<file path="config.mk">
export PLATFORM = sky130hd
export DESIGN_NAME = pipelined_adder_sub_flat
export DESIGN_NICKNAME = d
export VERILOG_FILES = /design/src/rtl/pipelined_adder_sub_if.sv /design/src/rtl/pipelined_adder_sub.sv /design/src/flat_wrapper.sv
export SDC_FILE = /design/constraint.sdc
export NUM_CORES = 1
export LEC_CHECK = 0
export ABC_AREA = 1
export ABC_CLOCK_PERIOD_IN_PS = 4100
export BUFFER_PORTS_ARGS = -buffer_cell sky130_fd_sc_hd__buf_2
export CORE_MARGIN = 3
export CORE_UTILIZATION = 55
export CTS_BUF_LIST = sky130_fd_sc_hd__clkbuf_16
export CTS_CLUSTER_DIAMETER = 80
export CTS_CLUSTER_SIZE = 16
export DETAILED_ROUTE_END_ITERATION = 7
export PLACE_DENSITY_LB_ADDON = 0.2
export SLEW_MARGIN = 15
export SYNTH_ARGS = -nofsm -noshare
export SYNTH_HDL_FRONTEND = slang
export SYNTH_SLANG_ARGS = --single-unit
</file>
<file path="constraint.sdc">
create_clock -name clk -period 4.1 [get_ports clk]
set_clock_uncertainty 0.2 [all_clocks]
set_input_delay 0.41 -clock clk [delete_from_list [all_inputs] [get_ports clk]]
set_output_delay 0.41 -clock clk [all_outputs]
set_load 0.005 [all_outputs]
</file>
<file path="src/rtl/pipelined_adder_sub_if.sv">
// rtl/pipelined_adder_sub_if.sv - operand/result handshake bundle for pipelined_adder_sub
interface pipelined_adder_sub_if #(
    parameter int N = 32
);
    logic         in_valid;
    logic         in_ready;
    logic [N-1:0] a;
    logic [N-1:0] b;
    logic         cin;
    logic         sub;
    logic         out_valid;
    logic         out_ready;
    logic [N-1:0] sum;
    logic         carry;
    logic         overflow;
    logic         zero;
    logic         negative;

    modport master (
        output in_valid, a, b, cin, sub, out_ready,
        input  in_ready, out_valid, sum, carry, overflow, zero, negative
    );

    modport slave (
        input  in_valid, a, b, cin, sub, out_ready,
        output in_ready, out_valid, sum, carry, overflow, zero, negative
    );
endinterface

</file>
<file path="src/rtl/pipelined_adder_sub.sv">
// rtl/pipelined_adder_sub.sv - STAGES-deep chunked add/sub pipeline; PIPE_ADDER_SAT_EN adds signed saturation
module pipelined_adder_sub #(
    parameter int N      = 32,
    parameter int STAGES = 4
) (
    input  logic                   clk,
    input  logic                   rst_n,
    pipelined_adder_sub_if.slave   bus
);
    localparam int CHUNK = N / STAGES;
    localparam int OPS   = (STAGES > 1) ? STAGES - 1 : 1;

    logic [STAGES-1:0] v;
    logic [STAGES:0]   ld;

    logic [N-1:0] res_q [OPS];
    logic [N-1:0] opa_q [OPS];
    logic [N-1:0] opb_q [OPS];
    logic         cy_q  [OPS];

    logic [N-1:0] st_a [STAGES];
    logic [N-1:0] st_b [STAGES];
    logic [N-1:0] st_r [STAGES];
    logic         st_c [STAGES];
    logic         st_v [STAGES];

    logic [N-1:0] sum_q;
    logic         carry_q;
    logic         ovf_q;
    logic         zero_q;
    logic         neg_q;

    // A stage may load when empty or when its successor is loading this cycle.
    assign ld[STAGES] = bus.out_ready;

    genvar k;
    generate
        for (k = 0; k < STAGES; k++) begin : g_stage
            logic [CHUNK:0] part;
            logic [N-1:0]   res_d;

            assign ld[k] = !v[k] | ld[k+1];

            if (k == 0) begin : g_first
                assign st_a[k] = bus.a;
                assign st_b[k] = bus.sub ? ~bus.b : bus.b;
                assign st_c[k] = bus.sub | bus.cin;
                assign st_r[k] = '0;
                assign st_v[k] = bus.in_valid;
            end else begin : g_next
                assign st_a[k] = opa_q[k-1];
                assign st_b[k] = opb_q[k-1];
                assign st_c[k] = cy_q[k-1];
                assign st_r[k] = res_q[k-1];
                assign st_v[k] = v[k-1];
            end

            assign part = {1'b0, st_a[k][k*CHUNK +: CHUNK]}
                        + {1'b0, st_b[k][k*CHUNK +: CHUNK]}
                        + {{CHUNK{1'b0}}, st_c[k]};

            always_comb begin
                res_d = st_r[k];
                res_d[k*CHUNK +: CHUNK] = part[CHUNK-1:0];
            end

            if (k < STAGES - 1) begin : g_mid
                // Data only moves with a valid op so empty stages hold their last contents.
                always_ff @(posedge clk or negedge rst_n) begin
                    if (!rst_n) begin
                        res_q[k] <= '0;
                        opa_q[k] <= '0;
                        opb_q[k] <= '0;
                        cy_q[k]  <= 1'b0;
                    end else if (ld[k] && st_v[k]) begin
                        res_q[k] <= res_d;
                        opa_q[k] <= st_a[k];
                        opb_q[k] <= st_b[k];
                        cy_q[k]  <= part[CHUNK];
                    end
                end
            end else begin : g_last
                logic [N-1:0] fin_sum;
                logic         fin_ovf;

                assign fin_ovf = (st_a[k][N-1] == st_b[k][N-1]) && (res_d[N-1] != st_a[k][N-1]);
`ifdef PIPE_ADDER_SAT_EN
                assign fin_sum = !fin_ovf     ? res_d :
                                 st_a[k][N-1] ? {1'b1, {(N-1){1'b0}}} :
                                                {1'b0, {(N-1){1'b1}}};
`else
                assign fin_sum = res_d;
`endif

                always_ff @(posedge clk or negedge rst_n) begin
                    if (!rst_n) begin
                        sum_q   <= '0;
                        carry_q <= 1'b0;
                        ovf_q   <= 1'b0;
                        zero_q  <= 1'b0;
                        neg_q   <= 1'b0;
                    end else if (ld[k] && st_v[k]) begin
                        sum_q   <= fin_sum;
                        carry_q <= part[CHUNK];
                        ovf_q   <= fin_ovf;
                        zero_q  <= (fin_sum == '0);
                        neg_q   <= fin_sum[N-1];
                    end
                end
            end
        end
    endgenerate

    always_ff @(posedge clk or negedge rst_n) begin
        if (!rst_n) begin
            v <= '0;
        end else begin
            for (int i = 0; i < STAGES; i++) begin
                if (ld[i]) v[i] <= st_v[i];
            end
        end
    end

    assign bus.in_ready  = ld[0];
    assign bus.out_valid = v[STAGES-1];
    assign bus.sum       = sum_q;
    assign bus.carry     = carry_q;
    assign bus.overflow  = ovf_q;
    assign bus.zero      = zero_q;
    assign bus.negative  = neg_q;
endmodule
</file>
<file path="src/flat_wrapper.sv">
// flat-port wrapper written by rule: the top's interface ports become plain ports
module pipelined_adder_sub_flat 
#(
    parameter int N      = 32,
    parameter int STAGES = 4
)
  (clk, rst_n, bus_in_valid, bus_a, bus_b, bus_cin, bus_sub, bus_out_ready, bus_in_ready, bus_out_valid, bus_sum, bus_carry, bus_overflow, bus_zero, bus_negative);
  pipelined_adder_sub_if #(.N(N)) bus_i ();
  input  logic clk;
  input  logic rst_n;
  input wire logic [$bits(bus_i.in_valid)-1:0] bus_in_valid;
  input wire logic [$bits(bus_i.a)-1:0] bus_a;
  input wire logic [$bits(bus_i.b)-1:0] bus_b;
  input wire logic [$bits(bus_i.cin)-1:0] bus_cin;
  input wire logic [$bits(bus_i.sub)-1:0] bus_sub;
  input wire logic [$bits(bus_i.out_ready)-1:0] bus_out_ready;
  output wire logic [$bits(bus_i.in_ready)-1:0] bus_in_ready;
  output wire logic [$bits(bus_i.out_valid)-1:0] bus_out_valid;
  output wire logic [$bits(bus_i.sum)-1:0] bus_sum;
  output wire logic [$bits(bus_i.carry)-1:0] bus_carry;
  output wire logic [$bits(bus_i.overflow)-1:0] bus_overflow;
  output wire logic [$bits(bus_i.zero)-1:0] bus_zero;
  output wire logic [$bits(bus_i.negative)-1:0] bus_negative;
  assign bus_i.in_valid = bus_in_valid;
  assign bus_i.a = bus_a;
  assign bus_i.b = bus_b;
  assign bus_i.cin = bus_cin;
  assign bus_i.sub = bus_sub;
  assign bus_i.out_ready = bus_out_ready;
  assign bus_in_ready = bus_i.in_ready;
  assign bus_out_valid = bus_i.out_valid;
  assign bus_sum = bus_i.sum;
  assign bus_carry = bus_i.carry;
  assign bus_overflow = bus_i.overflow;
  assign bus_zero = bus_i.zero;
  assign bus_negative = bus_i.negative;
  pipelined_adder_sub #(.N(N), .STAGES(STAGES)) u_core (.clk(clk), .rst_n(rst_n), .bus(bus_i));
endmodule
</file>
# After elaboration in Yosys (flattened, before gate mapping)
# Cells that the tools add are included.
[totals]
regBits = 283
wordCells = 48
inputBits = 70
output_inout_bits = 38
[op_classes]
addsub = 8
muxes = 1
reduce_logical = 10
n_bitwise = 6
eq_ne = 2
[op_table]
columns = ["op", "count"]
rows = [
  ["$add A8 B8 Y9", 4],
  ["$add A9 B1 Y9", 4],
  ["$logic_not A32 Y1", 1],
  ["$mux W32", 1],
  ["$not A32 Y32", 1],
  ["$logic_and A1 B1 Y1", 5],
  ["$or A1 B1 Y1", 5],
  ["$logic_not A1 Y1", 4],
  ["$eq A1 B1 Y1", 1],
  ["$ne A1 B1 Y1", 1],
]

# Logic depth before layout (Yosys ltp)
# Gate-level depths: netlist of the first run.
[logic_depth]
word_depth = 6
mapped_depth = 13
depth_no_buf = 11

# Least setup slack after synthesis of the first run
# No wires, ideal clock.
[synth_path]
path_type = "in2reg"
startpoint = "input port bus_sub"
endpoint = "register u_core.cy_q[2] (netlist bit)"
setup_ns = 0.128
slack_ns = 1.490
n_path_buf = 2
t_arrival_ns = 2.282
path_stages = 11
required_time_ns = 3.772
cell_sequence = "buf_2 -> buf_2 -> or2_2 -> fa_1 -> fa_1 -> nand4_1 -> nand3_1 -> nand2_1 -> nand2_1 -> nand2_1 -> a22oi_1"
[synth_via]
elab_chain_cells = 3
word_cells_on_any_way = 4
cone_classes = "2 x add/sub; 1 x mux; 1 x bitwise"
[synth_rtl]
columns = ["item", "line_no", "source"]
rows = [
  ["start, declared", "flat_wrapper.sv:15", "input wire logic [$bits(bus_i.sub)-1:0] bus_sub;"],
  ["$mux W32", "pipelined_adder_sub.sv:46", "assign st_b[k] = bus.sub ? ~bus.b : bus.b;"],
  ["$add A8 B8 Y9", "pipelined_adder_sub.sv:59", "+ {1'b0, st_b[k][k*CHUNK +: CHUNK]}"],
  ["$add A9 B1 Y9 (*)", "pipelined_adder_sub.sv:60", "+ {{CHUNK{1'b0}}, st_c[k]};"],
  ["end signal, assigned by index", "pipelined_adder_sub.sv:79", "cy_q[k] <= part[CHUNK];"],
  ["end, declared", "pipelined_adder_sub.sv:19", "logic cy_q [OPS];"],
]
# Mark *: on every way between the ends. The rest lies on a longest branch, timed or not.
# A chain may end at the register's enable or synchronous reset.

# Worst setup path in the final report of the first run
# Ends and elaborated chain as after synthesis.

==> impl_results.md, run 1 <==
* # H-tree levels at 4
* Cts repair resizes at 0
* Power Density at about 630 mW/mm^2
* # diodes at 0
* Final setup margin at 1821 ps
* Post-Route WL at around 17 mm
* CP Class: primary input to flip-flop
* Initial Utilization at 0.5665
* Area of the multi-input gates at 0.003423 sq mm
* Port Buffer Count at 107
* Register Area at between 0.004 and 0.005 sq mm
* Max-cap check violation count at 0
* Static Leak at between 5 and 6 nW
* Ratio of final minimum period to clock period at 0.5557
* Vias in the first global route at a little over 6000
* DIE HEIGHT at between 100 and 150 um
* Slew @ Worst Pin at 877.5 ps
* Setup bufs post-CTS at 0
* Post-synth EDFFs at 0
* Setup WS pre-CTS at ~1400 ps
* Core region area at about 0.015 sq mm
* Initial antenna violation count at 0
* Synthesized instance count at between 900 and 1000
* Required time worst endpoint at roughly 4200 ps
* Root Buffer: clkbuf_16
* GRT Overall Usage at 0.2027
* Max IR drop VDD at 0.3360 mV
* Outcome: finished clean
* Synth Warn # at 0
* Clock-pin slew on the worst setup and hold paths at ~60 ps
* Per-cell routed wire length at 12.82 um
* DRC at 0
* Max_slew headroom at 0.4150
* CP startpoint kind: primary input
* Layout net count at ~1200
* Longest Clk Path Bufs at 2
* # fillers at around 1300
* Met3 Resource Use GR at 0.04122
* Total congestion overflow at 0
* Area contributors post-synth: dfrtp_1 (53%), nand2_1 (15%), o21ai_0 (5.1%)
* Fmax at between 400 and 500 MHz
* Fraction of layout cells with a size suffix above 1 at 0.1421
* Final Hold Fails at 0
* Post-route setup TNS at 0 ps
* CTS buffer count at 17
* Placed cell area at just over 0.009 sq mm
* Top cells by count, synth: nand2_1 (341), dfrtp_1 (186), inv_1 (100)
* Met2 Use GR at 0.2874
* Placed wire-length estimate at between 10 and 15 mm
* Leading area contributor after synthesis: dfrtp_1
* Full die area at 0.01738 sq mm
* Syn nets at between 1000 and 1500
* Main synth FF type: dfrtp_1
* Total power at 6.356 mW
* # hold bufs at CTS at 16
* Area Overhead vs Synth at 16.15%
* Vias post-DR at between 6000 and 7000
* Distinct cells, synth at 36
* GR peak layer: met1
* Via-per-instance ratio at 4.840
* Clock Sinks at around 190
* Fin crit period at 2279 ps
* Row Count at 45
* WP data arrival at 2360 ps
* Final Slew Violations at 0
* Die X at about 130 um
* Synth top area share at 0.5346
* Worst Hold Slack at 16.09 ps
* # setup viols final at 0
* First-iteration detailed-routing DRC count at approximately 430
* Post-Syn Area per Cell at between 8 and 9 sq um
* M1 GR Usage at 0.3146
* Seq cells post-synth at ~190
* Most common cell in the netlist: nand2_1
* Seq/Total Area, Yosys at 0.5346
* Setup crit end kind: flip-flop
* Gpl congestion at 0.8234
* HP Class: primary input to flip-flop
* Worst-path maximum fanout at 16
* Final ANT Viol Nets at 0
* RSZ-0062 raised after global routing: no
* Worst-Skew Late Latency at about 420 ps
* First-pass GRT wire length at 29.17 mm
* Post-Syn Area at 0.008707 sq mm
* Asr flop ratio synth at 1.000
* Post-route cell area at 0.01011 sq mm
* CTS tree: yes
* Pin count of the biggest net entering global routing at 98
* Iteration count of the initial detailed-routing pass at 5
* I/O Pins at approximately 110
[routing by layer]
layer	part of all wire	wire (um)
met2	0.42	7109
met5	0	0
met1	0.52	8891
met3	0.042	715
met4	0.015	246
[report_power, final]
group          total [mW]  switching [mW]  internal, mW
clock                1.64           0.685         0.959
sequential           2.74           0.325          2.42
combinational        1.97            1.20         0.776
[state kept, by name, indices dropped and copies added (netlist names)]
name and cells:
u_core.bus.carry 1, u_core.bus.negative 1, u_core.bus.sum 31, u_core.bus.overflow 1
u_core.opa_q 48, u_core.bus.zero 1, u_core.cy_q 3, u_core.g_stage.g_last.fin_sum 24
u_core.opb_q 48, u_core.g_stage.res_d 24, u_core.v 4
[logic make-up (layout without fill, tap and decap cells)]
group,after synthesis,count (layout),synth area share
flip-flops,186,186,0.5346
AO/OA/AOI/OAI,161,161,0.09700
adder cells (fa/ha/maj),36,36,0.05863
AND/OR/NAND/NOR,420,420,0.1953
buffers and inverters,144,267,0.07228
XOR/XNOR,42,42,0.04225
[cell usage in the layout, fill, tap and decap left out, types with 17 or more instances in the layout]
cell type,netlist,layout
nand2_1,341,341
dfrtp_1,186,186
buf_2,15,106
inv_1,100,101
o21ai_0,89,89
o21ai_1,42,42
nor2_1,36,36
ha_1,28,28
xor2_1,27,27
nand3_1,20,20
clkbuf_16,0,17
[cell type report]
type                            instances  share of cell area
Multi-Input combinational cell        659              0.3385
Clock inverter                         14             0.01695
Tap cell                              211             0.02610
Timing Repair Buffer                  132             0.07732
Clock buffer                           17             0.04206
Inverter                              104             0.03885
Sequential cell                       186              0.4602
[path summary, 6_finish.rpt]
path                                  start                  to  slack [ps]  cells after the start
setup reg to reg             u_core.cy_q[0]     u_core.bus.zero        1830                     11
min in group asynchronous             rst_n  u_core.bus.sum[23]         430                      2
setup / recovery                    bus_sub      u_core.cy_q[2]        1820                     10
hold / removal                    bus_a[18]    u_core.opa_q[82]          20                      3
hold reg to reg            u_core.opa_q[62]    u_core.opa_q[30]         270                      2
max in group asynchronous             rst_n    u_core.opb_q[95]        2290                      3
[through the flow]
| stage | cells | utilization |
|---|---|---|
| CTS | 1323 | 0.6580 |
| global placement | 1276 | 0.6087 |
| floorplan | 989 | - |
| global route | 1323 | 0.6580 |
| detailed placement | 1276 | 0.6087 |
| finish | 1323 | 0.6580 |
[worst max-delay path: stages]
cell	delay [ps]
buf_2	250
or2_2	370
fa_1	430
fa_1	450
nand4_1	110
nand3_1	90
nand2_1	90
nand2_1	50
nand2_1	50
a22oi_1	60
Note: power is estimated with default switching activity, not from simulation.
==> run 2: changes to the inputs <==
Settings changed: ABC_CLOCK_PERIOD_IN_PS 4100 to 2200.
Clock period 4.1 ns to 2.2 ns, I/O delays scaled along.
==> run 2 against run 1 <==
Net effect:
- sequential share of layout area is 2.0 points lower
- sequential power grew 87%
- non-clock buffer count rose by 47
- combinational power increased by 92%
- die area unchanged
- first-iteration DRC count increased by 2.1%
- clock power up 75%
- largest power group unchanged
- highest routed layer unchanged
==> impl_results.md, run 2 (synthesis gave the netlist of run 1 again) <==
* Outcome: finished clean
* Slew @ Worst Pin at 643.3 ps
* R2R cell count at 8
* Core region area at around 0.015 sq mm
* Max-cap check violation count at 0
* Full die area at approximately 0.017 sq mm
* RR Endpoint: u_core.bus.zero
* Post-route setup TNS at 0 ps
* Reg2reg start: u_core.opa_q[24]
* Switching pwr at around 4.2 mW
* Most frequent cells in the layout: nand2_1 (341), dfrtp_1 (186), buf_2 (106)
* Comb power frac at 0.322
* Switching Fraction at 0.3536
* Internal power at between 7 and 8 mW
* Fraction of layout cells with a size suffix above 1 at 0.1493
* Final Hold Fails at 0
* Static Leak at ~5.5 nW
* Worst-Skew Late Latency at 430 ps
* Crit-path slowest cell: dfrtp_1
* First-pass GRT wire length at 30.98 mm
* Area Overhead vs Synth at 21.30%
* CTS buffer count at 17
* Total power at about 12 mW
* Hold Path Depth at 4
* WP data arrival at around 2300 ps
* Final ANT Viol Nets at 0
* Worst-path maximum fanout at 2
* Placed cell area at ~0.0095 sq mm
* Final Slew Violations at 0
* Row Count at 45
* Longest Clk Path Bufs at 2
* # diodes at 0
* CTS tree: yes
* CP startpoint kind: flip-flop
* Final Util at 0.6871
* Max IR drop VDD at approximately 0.63 mV
* Max_slew headroom at 0.5705
* Die X at 131.8 um
* Vias in the first global route at about 6400
* CP max stage delay at just over 400 ps
* Vias post-DR at ~6700
* Crit path cell chain: fa_2 > fa_2 > nand3b_1 > nor2_1 > nand3_1 > nor2_1 > nand4_1 > nand2_1
* Fin crit period at 2133 ps
* Clock share of power at 0.244
* Setup crit end kind: flip-flop
* First-iteration detailed-routing DRC count at 441
* Commonest non-fill, non-tap cell in the layout: nand2_1
* Placed wire-length estimate at between 10 and 15 mm
* Pin count of the biggest net entering global routing at 67
* Clock-pin slew on the worst setup and hold paths at around 70 ps
* Fmax at approximately 470 MHz
* Per-cell routed wire length at 13.10 um
* Iteration count of the initial detailed-routing pass at 5
* Placed cell count at about 1300
* Ratio of final minimum period to clock period at 0.9695
* Total congestion overflow at 0
* Root Buffer: clkbuf_16
* Register Area at approximately 0.0047 sq mm
* R2R Setup Slk at around 67 ps
* Setup crit start: u_core.opa_q[24]
* Gpl congestion at 0.8861
* Clock Sinks at roughly 190
* Port Buffer Count at approximately 110
* DIE HEIGHT at 131.8 um
* # H-tree levels at 4
* DRC at 0
* Power Density at approximately 1100 mW/mm^2
* Via-per-instance ratio at 4.865
* Post-Route WL at about 18 mm
* HP Start: bus_a[1]
* HP Class: primary input to flip-flop
* CP Class: flip-flop to flip-flop
* I/O Pins at between 100 and 150
* Area of the multi-input gates at about 0.0034 sq mm
* # setup viols final at 0
* Layout Cells excl Fill at between 1000 and 1500
* Post-route cell area at 0.01056 sq mm
* Initial antenna violation count at 0
* # fillers at 1229
* Initial Utilization at 0.5665
* Sequential fraction of design power at 0.435
* Hold worst-path end: u_core.g_stage[1].res_d[1]
* Layout net count at around 1300
* Required time worst endpoint at around 2400 ps
* GRT Overall Usage at 0.2176
* RSZ-0062 raised after global routing: yes
run 2: cell count changes in the layout (fill, tap and decap cells not counted), sizes merged:
| cell | previous run | this run |
|---|---|---|
| dlygate4sd3 | 16 | 52 |
| bufinv | 3 | 1 |
| clkinvlp | 5 | 3 |
| buf | 116 | 127 |
| clkinv | 3 | 7 |
run 2: critical path, delay by kind of cell (launching register included):
family / cells / cell delay (ps)
fa+ha+maj: 2 / 810
flops: 1 / 410
simple gates: 6 / 650
run 2: final cells by class:
| class | count | area share |
|---|---|---|
| clock buffer | 17 | 0.04028 |
| multi-input combinational | 659 | 0.3253 |
| timing repair buffer | 179 | 0.1195 |
| sequential | 186 | 0.4407 |
| clock inverter | 14 | 0.01197 |
| tap | 211 | 0.02500 |
| inverter | 104 | 0.03720 |
run 2: worst max path at each step:
stage | slack, ps | end | cells past startpoint
6_report | 70 | u_core.bus.zero | 8
5_1_grt | -60 | u_core.bus.zero | 8
4_1_cts | 40 | u_core.bus.zero | 8
3_5_place_dp | -30 | u_core.bus.zero | 9
3_3_place_gp | 0.7 | u_core.cy_q[2] | 10
2_1_floorplan | -40 | u_core.cy_q[2] | 11
run 2: through the flow:
step / setup slack [ps] / hold WS [ps]
global placement: 0.7482 / 8.495
detailed placement: -29.91 / 10.63
global route: -60.07 / 29.80
floorplan: -36.28 / -275.6
CTS: 41.43 / 24.44
finish: 67.03 / 41.51
run 2: repair_timing:
item | in CTS | in global routing
gates cloned | 0 | 0
hold buffers | 52 | 0
hold endpoints to repair | 220 | 0
resized for setup | 2 | 0
pin swaps | 0 | 3
endpoints found under the setup margin | 1 | 2
buffers inserted | 0 | 1
run 2: layer usage:
layer | vias to the layer above | global-route usage | wire length, um
li1 | 3439 | - | -
met4 | 0 | 0.05776 | 244
met2 | 137 | 0.3246 | 7770
met5 | - | 0 | 0
met3 | 23 | 0.05153 | 750
met1 | 3066 | 0.3238 | 9178
run 2: power by group through the flow:
stage          combinational (mW)  sequential [mW]  clock (mW)
2_1_floorplan                2.59             5.04           0
3_3_place_gp                 3.61             5.13           0
3_5_place_dp                 3.69             5.17           0
4_1_cts                      3.81             5.12        2.92
5_1_grt                      4.42             5.26        3.08
6_report                     3.79             5.12        2.87
==> run 3: changes to the inputs <==
Settings changed: ABC_AREA 1 to default, GPL_TIMING_DRIVEN from default to 0.
==> run 3 against run 2 <==
Net effect:
- fmax fell by 21%
- largest power group unchanged
- register-to-register slack got worse by 560 ps
- count of clock-buffer cells in the layout did not move
- highest routed layer unchanged
- critical path depth did not move
- via count fell by 15%
- sequential share of layout area fell by 0.49 points
- the run now ends with negative setup slack left
- global-route usage rose by 0.94 points
- critical endpoint unchanged
==> impl_results.md, run 3 <==
* Required time worst endpoint at around 2400 ps
* Power Density at about 1200 mW/mm^2
* CP Class: flip-flop to flip-flop
* Area Overhead vs Synth at 27.35%
* Root Buffer: clkbuf_16
* Per-cell routed wire length at 17.54 um
* Area contributors post-synth: dfrtp_1 (55%), mux2_2 (17%), ha_1 (4.2%)
* CTS tree: yes
* Final setup margin at -488.9 ps
* Post-route cell area at 0.01068 sq mm
* M1 GR Usage at 0.2792
* Iteration count of the initial detailed-routing pass at 4
* Leading area contributor after synthesis: dfrtp_1
* Post-Route WL at 18.46 mm
* I/O Pins at 108
* Met2 Use GR at 0.4027
* # setup viols final at 8
* Distinct cells, synth at between 40 and 50
* Post-synth EDFFs at 0
* CP startpoint kind: flip-flop
* Top cells by count, synth: dfrtp_1 (186), mux2_2 (127), nand2_1 (53)
* Violated checks: negative setup slack
* GRT Overall Usage at 0.2270
* First-pass GRT wire length at 29.34 mm
* Pin count of the biggest net entering global routing at ~110
* Clock-pin slew on the worst setup and hold paths at 70 ps
* Post-route setup TNS at -1352 ps
* First-iteration detailed-routing DRC count at 281
* Final ANT Viol Nets at 0
* Gpl congestion at approximately 0.82
* Die X at 129.5 um
* Clock Sinks at ~190
* CTS buffer count at 17
* Vias in the first global route at about 6000
* Synthesized instance count at between 600 and 700
* RSZ-0062 raised after global routing: yes
* HP Class: primary input to flip-flop
* DIE HEIGHT at ~130 um
* Outcome: complete, but fails checks
* Worst-path maximum fanout at 2
* Commonest non-fill, non-tap cell in the layout: dfrtp_1
* Longest Clk Path Bufs at 2
* Final Hold Fails at 0
* Total congestion overflow at 0
* R2R Setup Slk at -490 ps
* Via-per-instance ratio at 5.386
* Max IR drop VDD at slightly below 0.7 mV
* Seq/Total Area, Yosys at 0.5550
* Vias post-DR at approximately 5700
* Main synth FF type: dfrtp_1
* Placed cell area at slightly above 0.009 sq mm
* Total power at around 13 mW
* Slew @ Worst Pin at just under 800 ps
* Fin crit period at around 2700 ps
* Max_slew headroom at 0.4702
* WP data arrival at 2860 ps
* Area of the multi-input gates at roughly 0.0037 sq mm
* Fmax at 371.9 MHz
* Port Buffer Count at approximately 110
* Placed cell count at about 950
* Final Slew Violations at 0
* Fraction of layout cells with a size suffix above 1 at 0.4067
* Syn nets at 763
* Layout Cells excl Fill at 1052
* GR peak layer: met2
* Core region area at 0.01470 sq mm
* Post-Syn Area at between 0.008 and 0.009 sq mm
* Post-Syn Area per Cell at about 13 sq um
* Full die area at ~0.017 sq mm
* Initial antenna violation count at 0
* Max-cap check violation count at 0
* # fillers at approximately 970
* Worst-Skew Late Latency at around 430 ps
* Placed wire-length estimate at around 13 mm
* DRC at 0
* Synth top area share at 0.5550
* Row Count at 44
* Layout net count at 961
* Register Area at approximately 0.0047 sq mm
* Static Leak at about 4.9 nW
* Asr flop ratio synth at 1.000
* Ratio of final minimum period to clock period at 1.222
* Setup crit end kind: flip-flop
* Seq cells post-synth at 186
* Initial Utilization at 0.5706
* Most frequent cells in the layout: dfrtp_1 (186), mux2_2 (127), buf_2 (119)
* Most common cell in the netlist: dfrtp_1
* Met3 Resource Use GR at 0.04369
* # diodes at 0
* Synth Warn # at 0
* # H-tree levels at 4
[run 3: cell types whose count changed in the layout (fill, tap and decap cells not counted), moves of 8 or more]
cell     delta
xnor2_1    +19
xor2_1     -11
nand3_1    -18
buf_2      +13
nand4_1     -8
nor2_1     -25
nand2_1   -290
a21oi_2     +9
inv_1      -87
mux2_2    +127
o21ai_1    -32
o21ai_0    -49
[run 3: cell type report]
cell class / count / share of cell area
well taps: 184 / 0.02156
plain buffers: 28 / 0.01464
flip-flops and latches: 186 / 0.4358
multi-input cells: 423 / 0.3475
clock inverters: 15 / 0.01710
repair buffers: 180 / 0.1169
clock buffers: 17 / 0.03983
inverters: 19 / 0.006678
[run 3: per-stage QoR]
stage                 util  hold WS (ps)  setup WS, ps
global route        0.7266         29.58        -557.3
CTS                 0.7192         5.824        -492.6
finish              0.7266         8.245        -488.9
detailed placement  0.6290         42.40        -810.7
global placement    0.6265         228.3         -2090
floorplan                -        -275.6        -412.7
[run 3: critical path, cell delays in order, from the launching register on]
cell,delay [ps]
dfrtp_1,400
fa_2,430
fa_2,500
nor4_4,190
nand4_1,180
nor4_4,220
nand4_1,140
and4b_1,290
a21o_1,90
[run 3: cell families after synthesis]
family,synth area share
buf+inv,0.02521
simple gates,0.05803
mux,0.1717
flops,0.5550
compound gates,0.07489
fa+ha+maj,0.06087
xor+xnor,0.05430
[run 3: worst paths after layout]
path | startpoint | to | cells after the start
setup / recovery | u_core.opa_q[24] | u_core.bus.zero | 8
hold / removal | bus_sub | u_core.opb_q[73] | 3
setup reg to reg | u_core.opa_q[24] | u_core.bus.zero | 8
hold reg to reg | u_core.opb_q[84] | u_core.opb_q[84] | 2
max in group asynchronous | rst_n | u_core.opb_q[74] | 3
min in group asynchronous | rst_n | u_core.bus.sum[4] | 2
[run 3: what timing repair did]
action,in CTS,in global routing
pin swaps,28,25
hold buffers,53,0
endpoints found under the setup margin,13,82
gates resized for setup,29,22
hold endpoints to repair,131,0
setup buffers,15,6
[run 3: where the power goes]
part	internal (mW)	total [mW]	leakage, nW	switching [mW]
sequential	4.61	5.41	2.23	0.799
combinational	2.54	4.71	2.36	2.17
clock	1.88	3.16	0.300	1.28
[run 3: layer usage]
| layer | wire length (um) | vias to the layer above |
|---|---|---|
| met5 | 0 | - |
| met4 | 349 | 0 |
| met3 | 707 | 29 |
| met2 | 9690 | 123 |
| met1 | 7709 | 2831 |
| li1 | - | 2683 |
